==> config.mk <==
export PLATFORM = sky130hd
export DESIGN_NAME = level_ctrl
export DESIGN_NICKNAME = d
export VERILOG_FILES = /design/src/rtl/level_ctrl_pkg.sv /design/src/rtl/level_ctrl_pb_conditioner.sv /design/src/rtl/level_ctrl.sv
export SDC_FILE = /design/constraint.sdc
export NUM_CORES = 1
export LEC_CHECK = 0
export BUFFER_PORTS_ARGS = -buffer_cell sky130_fd_sc_hd__buf_4
export CAP_MARGIN = 20
export CORE_MARGIN = 8
export CORE_UTILIZATION = 25
export CTS_CLUSTER_SIZE = 25
export DETAILED_ROUTE_END_ITERATION = 12
export SYNTH_ARGS = -nofsm -noshare
export SYNTH_HDL_FRONTEND = slang
export SYNTH_SLANG_ARGS = --single-unit
==> constraint.sdc <==
create_clock -name clk_100Hz -period 2.85 [get_ports clk_100Hz]
set_input_delay 0.4275 -clock clk_100Hz [delete_from_list [all_inputs] [get_ports clk_100Hz]]
set_output_delay 0.4275 -clock clk_100Hz [all_outputs]
set_load 0.005 [all_outputs]
==> src/rtl/level_ctrl_pkg.sv <==
// Shared types and default constants for the volume level controller.
// Holds the per-button FSM state type and the default parameter values.
package level_ctrl_pkg;

  localparam int DEF_LEVEL_MIN    = 2;
  localparam int DEF_LEVEL_MAX    = 13;
  localparam int DEF_LEVEL_INIT   = 5;
  localparam int DEF_LW           = 4;
  localparam int DEF_DEB_LEN      = 4;
  localparam int DEF_REPEAT_DELAY = 50;
  localparam int DEF_REPEAT_RATE  = 10;

  typedef enum logic [1:0] {
    ST_IDLE = 2'd0,
    ST_HOLD = 2'd1,
    ST_RPT  = 2'd2
  } pb_state_t;

  // Debug view of all three button FSMs
  typedef struct packed {
    pb_state_t mute;
    pb_state_t down;
    pb_state_t up;
  } pb_states_t;

  function automatic int max_int(input int a, input int b);
    return (a > b) ? a : b;
  endfunction

endpackage

==> src/rtl/level_ctrl_pb_conditioner.sv <==
// Push-button conditioner: shift-register debounce, press detection and
// optional hold-to-repeat FSM producing single-cycle step requests.
module pb_conditioner
  import level_ctrl_pkg::*;
#(
  parameter int DEB_LEN      = DEF_DEB_LEN,
  parameter int REPEAT_DELAY = DEF_REPEAT_DELAY,
  parameter int REPEAT_RATE  = DEF_REPEAT_RATE,
  parameter bit REPEAT_EN    = 1'b1
) (
  input  logic      clk,
  input  logic      reset,
  input  logic      pb,
  output logic      step,
  output pb_state_t state
);

  localparam int CW = $clog2(max_int(REPEAT_DELAY, REPEAT_RATE) + 1);

  logic [DEB_LEN-1:0] shreg;
  logic [DEB_LEN-1:0] shreg_nxt;
  logic               deb;
  logic [CW-1:0]      cnt;
  logic [CW-1:0]      cnt_nxt;
  pb_state_t          state_nxt;

  // deb follows the post-shift contents, so it settles on the DEB_LEN-th sample
  assign shreg_nxt = {shreg[DEB_LEN-2:0], pb};

  always_ff @(posedge clk or posedge reset) begin
    if (reset) begin
      shreg <= '0;
      deb   <= 1'b0;
      state <= ST_IDLE;
      cnt   <= '0;
    end else begin
      shreg <= shreg_nxt;
      if (&shreg_nxt) begin
        deb <= 1'b1;
      end else if (~|shreg_nxt) begin
        deb <= 1'b0;
      end
      state <= state_nxt;
      cnt   <= cnt_nxt;
    end
  end

  // Counter restarts at each threshold, so it never wraps while held
  always_comb begin
    state_nxt = state;
    cnt_nxt   = cnt;
    step      = 1'b0;
    case (state)
      ST_IDLE: begin
        if (deb) begin
          step      = 1'b1;
          state_nxt = ST_HOLD;
          cnt_nxt   = '0;
        end
      end
      ST_HOLD: begin
        if (!deb) begin
          state_nxt = ST_IDLE;
          cnt_nxt   = '0;
        end else if (REPEAT_EN) begin
          if (cnt == CW'(REPEAT_DELAY - 1)) begin
            step      = 1'b1;
            state_nxt = ST_RPT;
            cnt_nxt   = '0;
          end else begin
            cnt_nxt = cnt + CW'(1);
          end
        end
      end
      ST_RPT: begin
        if (!deb) begin
          state_nxt = ST_IDLE;
          cnt_nxt   = '0;
        end else if (cnt == CW'(REPEAT_RATE - 1)) begin
          step    = 1'b1;
          cnt_nxt = '0;
        end else begin
          cnt_nxt = cnt + CW'(1);
        end
      end
      default: begin
        state_nxt = ST_IDLE;
        cnt_nxt   = '0;
      end
    endcase
  end

endmodule

==> src/rtl/level_ctrl.sv <==
// Volume level controller: three conditioned buttons drive a saturating
// level with mute/restore, plus thermometer LED and limit decodes.
module level_ctrl
  import level_ctrl_pkg::*;
#(
  parameter int LEVEL_MIN    = DEF_LEVEL_MIN,
  parameter int LEVEL_MAX    = DEF_LEVEL_MAX,
  parameter int LEVEL_INIT   = DEF_LEVEL_INIT,
  parameter int LW           = DEF_LW,
  parameter int DEB_LEN      = DEF_DEB_LEN,
  parameter int REPEAT_DELAY = DEF_REPEAT_DELAY,
  parameter int REPEAT_RATE  = DEF_REPEAT_RATE,
  localparam int LED_W       = LEVEL_MAX - LEVEL_MIN
) (
  input  logic             clk_100Hz,
  input  logic             reset,
  input  logic             pb_up,
  input  logic             pb_down,
  input  logic             pb_mute,
  output logic [LW-1:0]    level,
  output logic             muted,
  output logic [LED_W-1:0] led_bar,
  output logic             at_max,
  output logic             at_min,
  output logic             changed,
  output pb_states_t       dbg_state
);

  logic          step_up;
  logic          step_down;
  logic          step_mute;
  logic [LW-1:0] saved;
  logic [LW-1:0] level_nxt;
  logic [LW-1:0] saved_nxt;
  logic          muted_nxt;

  pb_conditioner #(
    .DEB_LEN(DEB_LEN), .REPEAT_DELAY(REPEAT_DELAY),
    .REPEAT_RATE(REPEAT_RATE), .REPEAT_EN(1'b1)
  ) u_up (
    .clk(clk_100Hz), .reset(reset), .pb(pb_up),
    .step(step_up), .state(dbg_state.up)
  );

  pb_conditioner #(
    .DEB_LEN(DEB_LEN), .REPEAT_DELAY(REPEAT_DELAY),
    .REPEAT_RATE(REPEAT_RATE), .REPEAT_EN(1'b1)
  ) u_down (
    .clk(clk_100Hz), .reset(reset), .pb(pb_down),
    .step(step_down), .state(dbg_state.down)
  );

  pb_conditioner #(
    .DEB_LEN(DEB_LEN), .REPEAT_DELAY(REPEAT_DELAY),
    .REPEAT_RATE(REPEAT_RATE), .REPEAT_EN(1'b0)
  ) u_mute (
    .clk(clk_100Hz), .reset(reset), .pb(pb_mute),
    .step(step_mute), .state(dbg_state.mute)
  );

  // Mute beats up/down; simultaneous up+down cancel; any step while muted restores
  always_comb begin
    level_nxt = level;
    saved_nxt = saved;
    muted_nxt = muted;
    if (step_mute) begin
      if (muted) begin
        level_nxt = saved;
        muted_nxt = 1'b0;
      end else begin
        saved_nxt = level;
        level_nxt = LW'(LEVEL_MIN);
        muted_nxt = 1'b1;
      end
    end else if (step_up ^ step_down) begin
      if (muted) begin
        level_nxt = saved;
        muted_nxt = 1'b0;
      end else if (step_up) begin
        if (level != LW'(LEVEL_MAX)) level_nxt = level + LW'(1);
      end else begin
        if (level != LW'(LEVEL_MIN)) level_nxt = level - LW'(1);
      end
    end
  end

  always_ff @(posedge clk_100Hz or posedge reset) begin
    if (reset) begin
      level   <= LW'(LEVEL_INIT);
      saved   <= LW'(LEVEL_INIT);
      muted   <= 1'b0;
      changed <= 1'b0;
    end else begin
      level   <= level_nxt;
      saved   <= saved_nxt;
      muted   <= muted_nxt;
      changed <= (level_nxt != level) || (muted_nxt != muted);
    end
  end

  always_comb begin
    led_bar = '0;
    for (int i = 0; i < LED_W; i++) begin
      led_bar[i] = (int'(level) - LEVEL_MIN) > i;
    end
  end

  assign at_max = (level == LW'(LEVEL_MAX));
  assign at_min = (level == LW'(LEVEL_MIN));

endmodule

==> results.txt, run 1 <==
Reg area = 981 µm²
Post-Synth XOR/XNOR Area = 0.0132
Die footprint = 14200 µm²
Overall routing resource usage = 0.0850
Post_cts resized = 0
Core area = 10300 µm²
Routed wl met2 = 2.71 mm
GP Congestion = 0.817
Routed WL = 6.01 mm
Post-DP HPWL = 4.53 mm
Starting DRT DRC Count = 69
Final Setup Violations = 0
Mapped Cells = 284
Pre-Repair DR Iteration Count = 4
Post-Synth Adder-Cell Area = 0.118
F_max = 371 MHz
PnR worst setup slack = 0.152 ns
Worst endpoint data arrival time = 2.27 ns
Pins over their slew limit = 0
H-tree levels = 2
Die Width = 119 µm
R2R Path Start = u_up.state[0]
Buffers on Ports = 28
Period utilisation layout = 0.947
Post-synthesis simple-gate area fraction = 0.187
Grt ovf = 0
Worst-path fanout max = 10
DR top layer = met4
Worst Setup End Kind = output port
Relative max-transition margin = 0.642
Starting density of the core = 0.257
Hold Fails Final Rpt = 0
Clk sink count = 39
Via count = 2234
CTS tree = yes
Vias per inst = 4.95
Buffer type at the clock tree root = clkbuf_8
Reg2Reg Setup Slack = 0.54 ns
Io pins = 30
Std cell rows = 37
Worst r2r path cells = 7
WHS = 0.249 ns
Post-synthesis mux area share = 0.0331
Area grow syn2layout = 18.6%
Hold-fix buffers at CTS = 0
Synth area leader = dfrtp_1
Sequential element share of the synthesized area = 0.370
Outcome = finished, final reports clean
Synth area leaders = dfrtp_1 (33%), ha_1 (12%), a21oi_1 (4.2%)
Clk Latency, worst-skew pair = 0.29 ns
Nets = 344
Mapped Area = 2650 µm²
Synth top area share = 0.331
Yosys cell types = 61
Clk pin slew, worst setup/hold paths = 0.08 ns
Syn Nets = 314
Initial antenna violation count = 0
Final min period = 2.70 ns
Layout cells sized above 1 = 0.194
Die Height = 119 µm
WS Path Type = register to output port
Peak supply drop = 595 µV
DP Worst Slack = 0.471 ns
Total power density per cell area = 986 nW/µm²
Largest family of logic cells by synthesized area = compound AO/OA/AOI/OAI gates
Reg-to-reg critical path endpoint = muted
Met3 routed WL = 271 µm
First-pass GRT wire length = 10.2 mm
Yosys reg bits = 39
Vias in the first global route = 2181
Ant. Diodes = 0
Mean post-synth cell area = 9.33 µm²
Post-synth ARST share = 1.00
Clock tree buffer depth = 2
Worst Clk Skew = 0.00936 ns
Remaining DRCs = 0
Critical path launch point type = register
Worst-margin pin slew = 0.536 ns
Routed WL per cell = 13.3 µm
Postcts setup bufs = 0
Most common flop cell mapped by yosys = dfrtp_1
Number of synthesized flops with an enable pin = 0
Post-DRT Antenna Nets = 0
YS warnings = 0
Met1 wire length = 2.94 mm
Worst hold path type = primary input to async pin
Compound-Gate Fraction of Synth Area = 0.229
Leakage Power = 0.00140 µW
Worst Path Required = 2.42 ns
Fillcell total = 1087
Area of the multi-input gates = 1540 µm²
RSZ-0062 raised after global routing = false
Maximum Capacitance Violations = 0
Cts bufs inserted = 5
Setup TNS = 0 ns
Largest net degree at the start of global routing = 40
-- critical path: stages, from the launching register on --
cell and delay [ns]:
dfstp_2 0.62, inv_1 0.14, ha_1 0.25, xnor2_1 0.13, buf_4 0.17, or2_2 0.29, a211oi_1 0.21, buf_4 0.16
-- state kept, by name, indices dropped and copies added (netlist names) --
name	count
changed	1
level	4
muted	1
saved	4
u_down.cnt	6
u_down.deb	1
u_down.shreg	3
u_down.state	2
u_mute.deb	1
u_mute.shreg	3
u_mute.state	1
u_up.cnt	6
u_up.deb	1
u_up.shreg	3
u_up.state	2
-- layer usage --
layer / vias to the layer above / GRT usage
met2: 53 / 0.137
li1: 1102 / -
met3: 8 / 0.0217
met1: 1071 / 0.107
met5: - / 0
met4: 0 / 0.0316
-- cells in the final DEF (no fill, tap or decap), types with 3 or more instances in the layout --
cell type  instances
a21o_1             9
a21oi_1           22
a31oi_1            9
buf_4             33
clkbuf_8           6
dfrtp_1           35
dfstp_2            4
ha_1              25
inv_1             23
mux2_2             5
nand2_1           22
nand2b_1           4
nand3_1           14
nand3b_1           3
nor2_1            11
nor2b_1            4
nor3_1             6
nor3b_1            3
o211ai_1           3
o21ai_0           10
o22ai_1            3
o31ai_1            3
o41ai_1            3
or3_1              4
xnor2_1            3
-- final cells by class --
type                            instances  share of cell area
Multi-Input combinational cell        212               0.490
Sequential cell                        39               0.312
Timing Repair Buffer                   33              0.0788
Tap cell                              136              0.0541
Inverter                               23              0.0275
Clock buffer                            6              0.0263
Clock inverter                          2              0.0111
-- where the power goes --
part | total [µW] | internal, µW | switching (µW)
sequential | 846 | 689 | 157
clock | 481 | 283 | 198
combinational | 1770 | 841 | 929
total | 3100 | 1810 | 1280
-- Yosys cell counts, types with 3 or more instances --
| master | n |
|---|---|
| dfrtp_1 | 35 |
| ha_1 | 25 |
| inv_1 | 23 |
| a21oi_1 | 22 |
| nand2_1 | 22 |
| nand3_1 | 14 |
| nor2_1 | 11 |
| o21ai_0 | 10 |
| a21o_1 | 9 |
| a31oi_1 | 9 |
| clkbuf_1 | 7 |
| nor3_1 | 6 |
| mux2_2 | 5 |
| dfstp_2 | 4 |
| nand2b_1 | 4 |
| nor2b_1 | 4 |
| or3_1 | 4 |
| nand3b_1 | 3 |
| nor3b_1 | 3 |
| o211ai_1 | 3 |
| o22ai_1 | 3 |
| o31ai_1 | 3 |
| o41ai_1 | 3 |
| xnor2_1 | 3 |
-- metrics by stage --
step,instances,cell area (µm²),util,power [µW]
CTS,451,3140,0.304,3130
global route,451,3140,0.304,3360
global placement,443,3030,0.293,2610
finish,451,3140,0.304,3100
detailed placement,443,3030,0.293,2640
floorplan,284,2650,-,1900
-- cells by family (layout without fill, tap and decap cells) --
kind of cell / Yosys count / count (layout)
XOR/XNOR: 4 / 4
multiplexers: 8 / 8
adder cells (fa/ha/maj): 25 / 25
buffers and inverters: 33 / 64
flip-flops: 39 / 39
AO/OA/AOI/OAI: 86 / 86
AND/OR/NAND/NOR: 88 / 88
other: 1 / 1
-- worst max-delay path by stage --
stage	startpoint	end	slack, ns	depth (start not counted)
finish	level[2]	led_bar[10]	0.15	7
global route	level[2]	led_bar[10]	0.04	7
CTS	level[2]	led_bar[10]	0.15	7
detailed placement	level[2]	led_bar[10]	0.47	7
global placement	level[2]	led_bar[10]	0.55	7
floorplan	level[1]	led_bar[7]	0.70	5
No activity file was read; power rests on OpenSTA's default activity.
==> run 2, diff against run 1 <==
--- a/config.mk
+++ b/config.mk
@@ -7,10 +7,13 @@
 export LEC_CHECK = 0
 export BUFFER_PORTS_ARGS = -buffer_cell sky130_fd_sc_hd__buf_4
 export CAP_MARGIN = 20
+export CELL_PAD_IN_SITES_DETAIL_PLACEMENT = 1
+export CELL_PAD_IN_SITES_GLOBAL_PLACEMENT = 1
 export CORE_MARGIN = 8
 export CORE_UTILIZATION = 25
 export CTS_CLUSTER_SIZE = 25
 export DETAILED_ROUTE_END_ITERATION = 12
+export PLACE_DENSITY_LB_ADDON = 0.1
 export SYNTH_ARGS = -nofsm -noshare
 export SYNTH_HDL_FRONTEND = slang
 export SYNTH_SLANG_ARGS = --single-unit
==> run 2 against run 1 <==
Largest cell class unchanged. Highest routed layer unchanged. Clock power down 16%. First-iteration DRC count down 20%. Via count up 1.8%. Sequential share of layout area up 0.38 points. Combinational power about the same. Clock skew about the same. Critical path depth down 1. Sequential power up 3.9%. Utilization down 0.36 points. Power down 2.0%. Routed wire length up 17%. Sequential cell count unchanged.
==> results.txt, run 2 (same netlist as run 1, synthesis figures left out) <==
Critical path launch point type = register (unchanged)
Layout cells sized above 1 = 0.185 (was 0.194)
Vias per inst = 5.07 (was 4.95)
Initial antenna violation count = 0 (unchanged)
Final Setup Violations = 0 (unchanged)
Routed WL per cell = 15.7 µm (was 13.3 µm)
Critical path depth = 6 (was 7)
Die Height = 119 µm (unchanged)
WS Path Type = register to output port (unchanged)
Area grow syn2layout = 17.2% (was 18.6%)
First-pass GRT wire length = 12.3 mm (was 10.2 mm)
Hold-fix buffers at CTS = 0 (unchanged)
Post-DP HPWL = 5.31 mm (was 4.53 mm)
Clock tree buffer depth = 2 (unchanged)
Post_cts resized = 0 (unchanged)
Hold Fails Final Rpt = 0 (unchanged)
Total power density per cell area = 977 nW/µm² (was 986 nW/µm²)
Peak supply drop = 317 µV (was 595 µV)
Std cell rows = 37 (unchanged)
Crit. Startpoint = level[2] (unchanged)
Reg2Reg Setup Slack = 0.55 ns (was 0.54 ns)
Reg-to-reg critical path endpoint = muted (unchanged)
Starting DRT DRC Count = 55 (was 69)
Buffers on Ports = 28 (unchanged)
Starting density of the core = 0.257 (unchanged)
Worst endpoint data arrival time = 2.18 ns (was 2.27 ns)
PnR worst setup slack = 0.245 ns (was 0.152 ns)
Worst Setup End Kind = output port (unchanged)
Maximum Capacitance Violations = 0 (unchanged)
Largest net degree at the start of global routing = 40 (unchanged)
Cts bufs inserted = 5 (unchanged)
Worst-path fanout max = 9 (was 10)
Worst hold path type = primary input to register (was primary input to async pin)
CP top delay family = flip-flops (unchanged)
Setup TNS = 0 ns (unchanged)
Clk Latency, worst-skew pair = 0.29 ns (about the same)
Die footprint = 14200 µm² (unchanged)
GP Congestion = 0.761 (was 0.817)
Outcome = finished, final reports clean (unchanged)
Clk sink count = 39 (unchanged)
Nets = 342 (was 344)
Vias in the first global route = 2433 (was 2181)
CP max stage cell = dfstp_2 (unchanged)
Commonest cells after routing, fill and taps aside = dfrtp_1 (35), buf_4 (31), ha_1 (25), inv_1 (23) (was dfrtp_1 (35), buf_4 (33), ha_1 (25), inv_1 (23))
Grt ovf = 0 (unchanged)
Biggest regs = u_down.cnt x6, u_up.cnt x6 (unchanged)
Via count = 2275 (was 2234)
Core area = 10300 µm² (unchanged)
CP endpoint = led_bar[10] (unchanged)
Remaining DRCs = 0 (unchanged)
Overall routing resource usage = 0.103 (was 0.0850)
Most common cell after layout, fill and taps aside = dfrtp_1 (unchanged)
Worst-margin pin slew = 0.830 ns (was 0.536 ns)
WHS = 0.255 ns (was 0.249 ns)
Period utilisation layout = 0.914 (was 0.947)
H-tree levels = 2 (unchanged)
Post-DRT Antenna Nets = 0 (unchanged)
Clk pin slew, worst setup/hold paths = 0.09 ns (was 0.08 ns)
Final min period = 2.61 ns (was 2.70 ns)
Die Width = 119 µm (unchanged)
Io pins = 30 (unchanged)
Buffer type at the clock tree root = clkbuf_8 (unchanged)
Routed WL = 7.04 mm (was 6.01 mm)
R2R Path Start = u_up.state[0] (unchanged)
DP Worst Slack = 0.540 ns (was 0.471 ns)
Relative max-transition margin = 0.442 (was 0.642)
Worst r2r path cells = 7 (unchanged)
Layout Utilization = 0.301 (was 0.304)
Crit path buffers/inverters = 2 (was 3)
Delay of the slowest critical-path stage = 0.64 ns (was 0.62 ns)
Critical path cell sequence = inv_1 > ha_1 > xnor2_1 > or2_2 > a211oi_1 > buf_4 (was inv_1 > ha_1 > xnor2_1 > buf_4 > or2_2 > a211oi_1 > buf_4)
Postcts setup bufs = 0 (unchanged)
Pins over their slew limit = 0 (unchanged)
F_max = 384 MHz (was 371 MHz)
Worst Path Required = 2.42 ns (about the same)
Pre-Repair DR Iteration Count = 4 (unchanged)
Ant. Diodes = 0 (unchanged)
Worst Clk Skew = 0.00963 ns (was 0.00936 ns)
CTS tree = yes (unchanged)
RSZ-0062 raised after global routing = false (unchanged)
Tot Pwr = 3030 µW (was 3100 µW)
Leakage Power = 0.00137 µW (was 0.00140 µW)
## run 2: layout make-up
| type | instances | area (µm²) |
|---|---|---|
| clock buffer | 7 | 86.3 |
| clock inverter | 1 | 8.76 |
| fill | 1218 | 7220 |
| inverter | 23 | 86.3 |
| multi-input combinational | 212 | 1540 |
| sequential | 39 | 981 |
| tap | 136 | 170 |
| timing repair buffer | 31 | 233 |
## run 2: how the worst min path moves through the flow
stage / slack (ns) / startpoint / endpoint / cells after the start
CTS: 0.24 / pb_mute / u_mute.shreg[0] / 1
global route: 0.24 / pb_mute / u_mute.shreg[0] / 1
detailed placement: 0.37 / u_down.shreg[0] / u_down.shreg[1] / 0
floorplan: 0.35 / u_down.shreg[0] / u_down.shreg[1] / 0
finish: 0.25 / pb_mute / u_mute.shreg[0] / 1
global placement: 0.37 / u_down.shreg[0] / u_down.shreg[1] / 0
## run 2: metal layers
| layer | vias up | part of all wire | track usage |
|---|---|---|---|
| li1 | 1100 | - | - |
| met1 | 1144 | 0.51 | 0.141 |
| met3 | 4 | 0.027 | 0.0213 |
| met2 | 27 | 0.46 | 0.166 |
| met5 | - | 0 | 0 |
| met4 | 0 | 0.0060 | 0.0190 |
## run 2: power by group
group	leakage (µW)	internal [µW]	switching, µW
combinational	0.000832	826	924
sequential	0.000494	689	190
clock	0.0000484	199	207
total	0.00137	1710	1320
## run 2: per-stage QoR
| stage | std cells | cell area [µm²] |
|---|---|---|
| 6_report | 449 | 3110 |
| 5_1_grt | 449 | 3110 |
| 4_1_cts | 449 | 3110 |
| 3_5_place_dp | 441 | 3010 |
| 3_3_place_gp | 441 | 3010 |
| 2_1_floorplan | 284 | 2650 |
## run 2: worst reg2reg max path, stage by stage (launching register included)
cell and delay (ns):
dfrtp_1 0.43, inv_1 0.12, ha_1 0.36, nor4bb_4 0.10, a211o_2 0.38, a211oi_2 0.43, nor3_1 0.17, a21o_1 0.20
==> run 3, diff against run 2 <==
--- a/config.mk
+++ b/config.mk
@@ -5,6 +5,7 @@
 export SDC_FILE = /design/constraint.sdc
 export NUM_CORES = 1
 export LEC_CHECK = 0
+export ABC_AREA = 1
 export BUFFER_PORTS_ARGS = -buffer_cell sky130_fd_sc_hd__buf_4
 export CAP_MARGIN = 20
 export CELL_PAD_IN_SITES_DETAIL_PLACEMENT = 1
==> run 3 against run 2 <==
Utilization grew 0.39 points. Count of clock-buffer cells in the layout is the same. Register-to-register slack gained 0.17 ns. Critical path type unchanged. Largest cell class unchanged. Highest routed layer unchanged.
==> results.txt, run 3 <==
Outcome = finished, final reports clean (unchanged)
Most frequent cell after synthesis = nand2_1 (was dfrtp_1)
Final min period = 2.57 ns (was 2.61 ns)
Buffers on Ports = 28 (unchanged)
Buffer type at the clock tree root = clkbuf_8 (unchanged)
Synth area leaders = dfrtp_1 (34%), ha_1 (12%), nand2_1 (9.2%) (was dfrtp_1 (33%), ha_1 (12%), a21oi_1 (4.2%))
Clk pin slew, worst setup/hold paths = 0.08 ns (was 0.09 ns)
CTS tree = yes (unchanged)
Vias in the first global route = 2359 (was 2433)
Yosys cell types = 39 (was 61)
Std cell rows = 37 (unchanged)
Worst Clk Skew = 0.00713 ns (was 0.00963 ns)
Overall routing resource usage = 0.103 (about the same)
Largest net degree at the start of global routing = 40 (unchanged)
Reg area = 981 µm² (unchanged)
Die footprint = 14000 µm² (was 14200 µm²)
Post-Synth XOR/XNOR Area = 0.0269 (was 0.0132)
Mapped Cells = 328 (was 284)
Pre-Repair DR Iteration Count = 4 (unchanged)
Maximum Capacitance Violations = 0 (unchanged)
Largest family of logic cells by synthesized area = simple AND/OR/NAND/NOR gates (was compound AO/OA/AOI/OAI gates)
Area grow syn2layout = 19.6% (was 17.2%)
Worst Path Required = 2.42 ns (about the same)
Sequential element share of the synthesized area = 0.376 (was 0.370)
GP Congestion = 0.740 (was 0.761)
Relative max-transition margin = 0.647 (was 0.442)
Layout cells sized above 1 = 0.191 (was 0.185)
F_max = 389 MHz (was 384 MHz)
Clk Latency, worst-skew pair = 0.29 ns (about the same)
Final Cell Area = 3120 µm² (was 3110 µm²)
Via count = 2199 (was 2275)
Critical path launch point type = register (unchanged)
Most common cell after layout, fill and taps aside = nand2_1 (was dfrtp_1)
WS Path Type = register to output port (unchanged)
Peak supply drop = 369 µV (was 317 µV)
Worst-path fanout max = 8 (was 9)
Cts bufs inserted = 5 (unchanged)
Total power density per cell area = 1140 nW/µm² (was 977 nW/µm²)
Die Width = 118 µm (was 119 µm)
Area of the multi-input gates = 1400 µm² (was 1540 µm²)
Period utilisation layout = 0.902 (was 0.914)
Hold Fails Final Rpt = 0 (unchanged)
Io pins = 30 (unchanged)
Starting density of the core = 0.255 (was 0.257)
Post-DRT Antenna Nets = 0 (unchanged)
Post-DP HPWL = 5.24 mm (was 5.31 mm)
Pins over their slew limit = 0 (unchanged)
Synth area leader = dfrtp_1 (unchanged)
Most common flop cell mapped by yosys = dfrtp_1 (unchanged)
Compound-Gate Fraction of Synth Area = 0.134 (was 0.229)
First-pass GRT wire length = 11.9 mm (was 12.3 mm)
Routed WL = 6.79 mm (was 7.04 mm)
Post-synth ARST share = 1.00 (unchanged)
Placed Area = 2990 µm² (was 3010 µm²)
Yosys reg bits = 39 (unchanged)
Post-synthesis mux area share = 0 (was 0.0331)
Worst endpoint data arrival time = 2.14 ns (was 2.18 ns)
H-tree levels = 2 (unchanged)
Worst Setup End Kind = output port (unchanged)
Mapped Area = 2610 µm² (was 2650 µm²)
Synth top area share = 0.336 (was 0.331)
RSZ-0062 raised after global routing = false (unchanged)
Worst-margin pin slew = 0.529 ns (was 0.830 ns)
Die Height = 118 µm (was 119 µm)
Post-synthesis simple-gate area fraction = 0.252 (was 0.187)
Fillcell total = 1235 (was 1218)
CP max stage cell = dfstp_2 (unchanged)
Grt ovf = 0 (unchanged)
Remaining DRCs = 0 (unchanged)
Synth cell count leaders = nand2_1 (64), inv_1 (46), dfrtp_1 (35) (was dfrtp_1 (35), ha_1 (25), inv_1 (23))
Worst hold path type = primary input to register (unchanged)
Hold-fix buffers at CTS = 0 (unchanged)
Routed WL per cell = 13.5 µm (was 15.7 µm)
Critical path cell sequence = inv_1 > ha_1 > xor2_2 > inv_1 > nor2_1 > inv_1 > a311oi_1 > buf_4 (was inv_1 > ha_1 > xnor2_1 > or2_2 > a211oi_1 > buf_4)
Number of synthesized flops with an enable pin = 0 (unchanged)
Commonest cells after routing, fill and taps aside = nand2_1 (64), inv_1 (46), dfrtp_1 (35), buf_4 (35), o21ai_0 (26) (was dfrtp_1 (35), buf_4 (31), ha_1 (25), inv_1 (23))
Ant. Diodes = 0 (unchanged)
Setup TNS = 0 ns (unchanged)
Syn Nets = 358 (was 314)
Most frequent CP cell = inv_1
Biggest regs = u_down.cnt x6, u_up.cnt x6 (unchanged)
Vias per inst = 4.37 (was 5.07)
Clock tree buffer depth = 2 (unchanged)
YS warnings = 0 (unchanged)
Post-Synth Adder-Cell Area = 0.120 (was 0.118)
Mean post-synth cell area = 7.95 µm² (was 9.33 µm²)
Nets = 396 (was 342)
Leakage Power = 0.00152 µW (was 0.00137 µW)
Delay of the slowest critical-path stage = 0.55 ns (was 0.64 ns)
Core area = 10200 µm² (was 10300 µm²)
Starting DRT DRC Count = 108 (was 55)
Clk sink count = 39 (unchanged)
Final Setup Violations = 0 (unchanged)
Initial antenna violation count = 0 (unchanged)
-- run 3: kinds of logic (layout without fill, tap and decap cells) --
kind of cell             Yosys count  count (layout)
XOR/XNOR                           8               8
other                              1               1
adder cells (fa/ha/maj)           25              25
flip-flops                        39              39
AO/OA/AOI/OAI                     60              60
AND/OR/NAND/NOR                  136             136
buffers and inverters             59              98
-- run 3: area by class of cell --
class,count,area share
clock buffers,7,0.0277
clock inverters,1,0.00281
inverters,55,0.0662
multi-input cells,230,0.450
flip-flops and latches,39,0.315
well taps,136,0.0546
repair buffers,35,0.0843
-- run 3: critical path, delay by kind of cell, from the launching register on --
family,cells,cell delay (ns)
flip-flops,1,0.55
AO/OA/AOI/OAI,1,0.20
adder cells (fa/ha/maj),1,0.26
XOR/XNOR,1,0.21
AND/OR/NAND/NOR,1,0.12
buffers and inverters,4,0.52
-- run 3: per-stage QoR --
stage,hold slack [ns],utilization,cells,power [µW],setup WS (ns)
after floorplan,0.374,-,328,2300,0.579
after global placement,0.379,0.293,492,3150,0.394
after detailed placement,0.395,0.293,492,3150,0.331
after CTS,0.244,0.302,500,3590,0.0101
after global routing,0.239,0.305,503,3960,0.0758
final,0.260,0.305,503,3540,0.280
-- run 3: where the power goes --
group / internal (µW) / switching (µW) / total (µW)
Clock: 199 / 210 / 409
Combinational: 955 / 1310 / 2260
Sequential: 709 / 157 / 866
Total: 1860 / 1680 / 3540
-- run 3: path summary, 6_finish.rpt --
path | slack (ns) | from | to | cells after the start
worst max register to register | 0.72 | level[0] | changed | 13
worst min-delay path | 0.26 | pb_up | u_up.shreg[0] | 1
min in group asynchronous | 0.27 | reset | u_up.cnt[3] | 3
worst max-delay path | 0.28 | level[2] | led_bar[9] | 8
max in group asynchronous | 2.20 | reset | saved[2] | 3
worst min register to register | 0.41 | u_down.shreg[0] | u_down.shreg[1] | 0
-- run 3: timing repair --
action / CTS / global route
buffers inserted: 0 / 3
endpoints found under the hold margin: 0 / 0
resized for setup: 0 / 1
endpoints found under the setup margin: 0 / 8
-- run 3: per-layer routing --
layer / GRT usage / part of all wire
met4: 0.0312 / 0.013
met3: 0.0240 / 0.038
met1: 0.133 / 0.50
met2: 0.166 / 0.45
met5: 0 / 0
